[config.mk]
export PLATFORM = sky130hd
export DESIGN_NAME = pulse_shift_in
export DESIGN_NICKNAME = d
export VERILOG_FILES = /design/src/rtl/pulse_shift_in.sv
export SDC_FILE = /design/constraint.sdc
export NUM_CORES = 1
export LEC_CHECK = 0
export ABC_AREA = 1
export BUFFER_PORTS_ARGS = -buffer_cell sky130_fd_sc_hd__buf_4
export CORE_MARGIN = 1.5
export CORE_UTILIZATION = 30
export DETAILED_ROUTE_END_ITERATION = 12
export HOLD_SLACK_MARGIN = 0.05
export PLACE_DENSITY_LB_ADDON = 0.15
export SLEW_MARGIN = 40
export SYNTH_ARGS = -nofsm -noshare
export SYNTH_HDL_FRONTEND = slang
export SYNTH_SLANG_ARGS = --single-unit
export TNS_END_PERCENT = 20
[constraint.sdc]
create_clock -name clk -period 1.9 [get_ports clk]
set_input_delay 0.19 -clock clk [delete_from_list [all_inputs] [get_ports clk]]
set_output_delay 0.19 -clock clk [all_outputs]
set_load 0.02 [all_outputs]
[src/rtl/pulse_shift_in.sv]
// Down-counting strobe generator driving a right-shifting SIPO register.
// Counts captured bits since the last restart.
module pulse_shift_in #(
  parameter int unsigned CounterWidth   = 8,
  parameter int unsigned InitialDivisor = 255,
  parameter int unsigned ShiftWidth     = 8,
  parameter logic        ResetValue     = 1'b1,
  localparam int unsigned CntW = $clog2(ShiftWidth + 1)
) (
  input  logic                    clk,
  input  logic                    rst,
  input  logic                    restart,
  input  logic [CounterWidth-1:0] divisor,
  input  logic                    enable,
  input  logic                    serial_in,
  output logic                    pulse_out,
  output logic [ShiftWidth-1:0]   parallel_out,
  output logic                    serial_out,
  output logic [CntW-1:0]         bit_count,
  output logic                    full
);

  localparam logic [CntW-1:0] CntMax = CntW'(ShiftWidth);

  logic [CounterWidth-1:0] counter;
  logic                    cnt_zero;

  assign cnt_zero   = (counter == '0);
  assign pulse_out  = enable & ~restart
                    & ~rst & cnt_zero;
  assign serial_out = parallel_out[0];
  assign full       = (bit_count == CntMax);

  // Down-counter: restart reloads, expiry reloads, else decrement.
  always_ff @(posedge clk or posedge rst) begin
    if (rst) begin
      counter <= CounterWidth'(InitialDivisor);
    end else if (restart) begin
      counter <= divisor;
    end else if (enable) begin
      if (cnt_zero) counter <= divisor;
      else          counter <= counter - 1'b1;
    end
  end

  // Shift register: new bit enters at the MSB on each strobe.
  always_ff @(posedge clk or posedge rst) begin
    if (rst) begin
      parallel_out <= {ShiftWidth{ResetValue}};
    end else if (pulse_out) begin
      parallel_out <= {serial_in,
                       parallel_out[ShiftWidth-1:1]};
    end
  end

  // Captured-bit count, saturating once the register is full.
  always_ff @(posedge clk or posedge rst) begin
    if (rst) begin
      bit_count <= '0;
    end else if (restart) begin
      bit_count <= '0;
    end else if (pulse_out && !full) begin
      bit_count <= bit_count + 1'b1;
    end
  end

endmodule

==> impl_results.md <==
* Initial Util at 31.4%
* Vias at 1108
* RSZ-0062 raised after global routing: no
* CTS sink count at 20
* CTS tree: yes
* Tightest Hold Check Type: in -> reg
* CP endpoint kind: output pin
* Antenna diodes at 0
* Total GRT Usage at 13.7%
* Synth cell count leaders: nand2_1 (61), nand3_1 (19), inv_1 (18)
* I/O Pins at 28
* Outcome: complete, no violations
* Synthesis-stage register bit count at 20
* Max VDD drop at 0.336 mV
* Final Hold Violating Endpoints at 0
* H-tree depth at 1
* Vias in the first global route at 1074
* Largest cells by area after synthesis: dfstp_2 (33%), nand2_1 (18%), dfrtp_1 (7.9%)
* EDFF count, synth at 0
* Die Ht at 68.0 um
* Largest net degree at the start of global routing at 21
* Num CTS Buffers at 3
* Synth warn at 0
* Mapped Area at 1270 sq um
* Reg clk slew, reported paths at 80 ps
* Final WL at 2770 um
* Clk_lat worst skew at 270 ps
* Leak at 0.855 nW
* Placer Congestion at 0.802
* Async S/R FF share, synth at 100%
* Slew @ Worst Pin at 441 ps
* Seq/Total Area, Yosys at 41.1%
* Area delta synth->final at 32.8%
* Crit Path Class: reg -> out
* Final cell utilization of the core at 41.7%
* Port-buffer cells at 27
* DR DRC count at 0
* Via density per instance at 4.50
* Hpwl dp at 2050 um
* Setup violations, final at 0
* Worst reg2reg setup slack at 270 ps
* Gate Count Post-Synth at 160
* Die ar. at 4620 sq um
* Most numerous cell in the Yosys netlist: nand2_1
* Layout cells sized above 1 at 37.8%
* Nets at 214
* Initial antenna violation count at 0
* Relative slew slack at 70.6%
* Critical path data required time at 1710 ps
* Area share of the largest cell type after synthesis at 33.2%
* Syn nets at 177
* First-pass GRT wire length at 4730 um
* Global route total overflow at 0
* Startpoint Class: flop
* Arrival @ worst endpoint at 1650 ps
* Core ar. at 4030 sq um
* Pwr dens at 752 nW/um^2
* Final slew viol count at 0
* Die X-Extent at 68.0 um
* Syn_area_per_cell at 7.91 sq um
* Total negative setup slack at 0 ps
* FP Rows at 23
* First DRT Iteration DRCs at 29
* Largest area contributor in the netlist: dfstp_2
* Post-synth cell types at 24
* ANT nets after route at 0
* Synth Flop Type: dfstp_2
* Clock skew at 2.28 ps
* CP max FO at 9
* Routed WL per cell at 11.3 um
* Peak Freq at 0.545 GHz
* Maximum clock insertion buffer count at 2
* Final worst-path cycle share at 96.6%
* Number of detailed-route iterations in the first pass at 4
* Minimum clock period at 1840 ps
* Max-cap violations at 0
* Clk root buf: clkbuf_8
[sequential cells by signal, indices dropped and copies added (netlist names)]
signal and count:
parallel_out 8, counter 8, bit_count 4
[layer usage]
metal,share of wire (%),track usage [%],up-vias,wire (um)
li1,-,-,573,-
met1,48,17.2,509,1320
met2,48,23.7,22,1330
met3,2.9,1.97,4,80
met4,1.4,5.25,0,38
met5,0,0,-,0
[critical path, stage by stage, from the launching register on]
cell and delay [ps]:
dfstp_2 570, clkinvlp_4 130, ha_4 210, nand2_8 80, nor2_8 50, nand2_8 80
clkinv_4 80, buf_4 160
[final timing paths]
check	endpoint	cells past startpoint	start
max in group asynchronous	counter[6]	3	rst
min in group asynchronous	bit_count[0]	3	rst
min reg2reg	parallel_out[2]	2	parallel_out[3]
max	pulse_out	7	counter[0]
min	parallel_out[7]	3	serial_in
max reg2reg	counter[4]	8	counter[0]
[placed cells by master, fill, tap and decap left out, types with 2 or more instances in the layout]
cell / netlist / routed
buf_4: 1 / 32
clkbuf_8: 0 / 3
dfrtp_1: 4 / 4
dfstp_2: 16 / 16
ha_1: 4 / 3
inv_1: 18 / 16
nand2_1: 61 / 61
nand2_2: 4 / 3
nand2_4: 3 / 2
nand2_8: 0 / 2
nand3_1: 19 / 19
nand4_1: 2 / 2
nor2_1: 7 / 7
nor2_2: 3 / 3
nor2_4: 4 / 4
xor2_1: 4 / 4
[where the power goes]
group | switching (mW) | internal, mW | total (mW)
Sequential | 0.0508 | 0.484 | 0.535
Clock | 0.159 | 0.282 | 0.441
Combinational | 0.165 | 0.125 | 0.289
[what timing repair did]
item | in CTS | in global routing
gates cloned | 0 | 0
hold buffers | 0 | 1
hold endpoints to repair | 0 | 4
buffers inserted | 0 | 4
setup endpoints to repair | 1 | 1
pin swaps | 1 | 0
resized for setup | 2 | 4
[metrics by stage]
step / area, sq um / setup slack, ps / power (mW) / hold WS [ps] / std cells
6_report: 1680 / 64.5 / 1.27 / 120 / 246
5_1_grt: 1680 / 1.62 / 1.34 / 125 / 246
4_1_cts: 1610 / 29.1 / 1.24 / 121 / 241
3_5_place_dp: 1530 / 236 / 0.795 / 397 / 237
3_3_place_gp: 1530 / 277 / 0.789 / 406 / 237
2_1_floorplan: 1270 / 431 / 0.712 / 142 / 160
[logic make-up after synthesis]
logic type,synth area share [%]
buf+inv,7.11
compound gates,3.06
xor+xnor,3.46
flops,41.1
fa+ha+maj,3.95
simple gates,41.3
[final cells by class]
class / count / area, sq um
clock buffers: 3 / 41.3
clock inverters: 1 / 30.0
fillers: 424 / 2350
inverters: 20 / 86.3
multi-input cells: 119 / 691
flip-flops and latches: 20 / 520
well taps: 50 / 62.6
repair buffers: 33 / 250
Note: power is estimated with default switching activity, not from simulation.
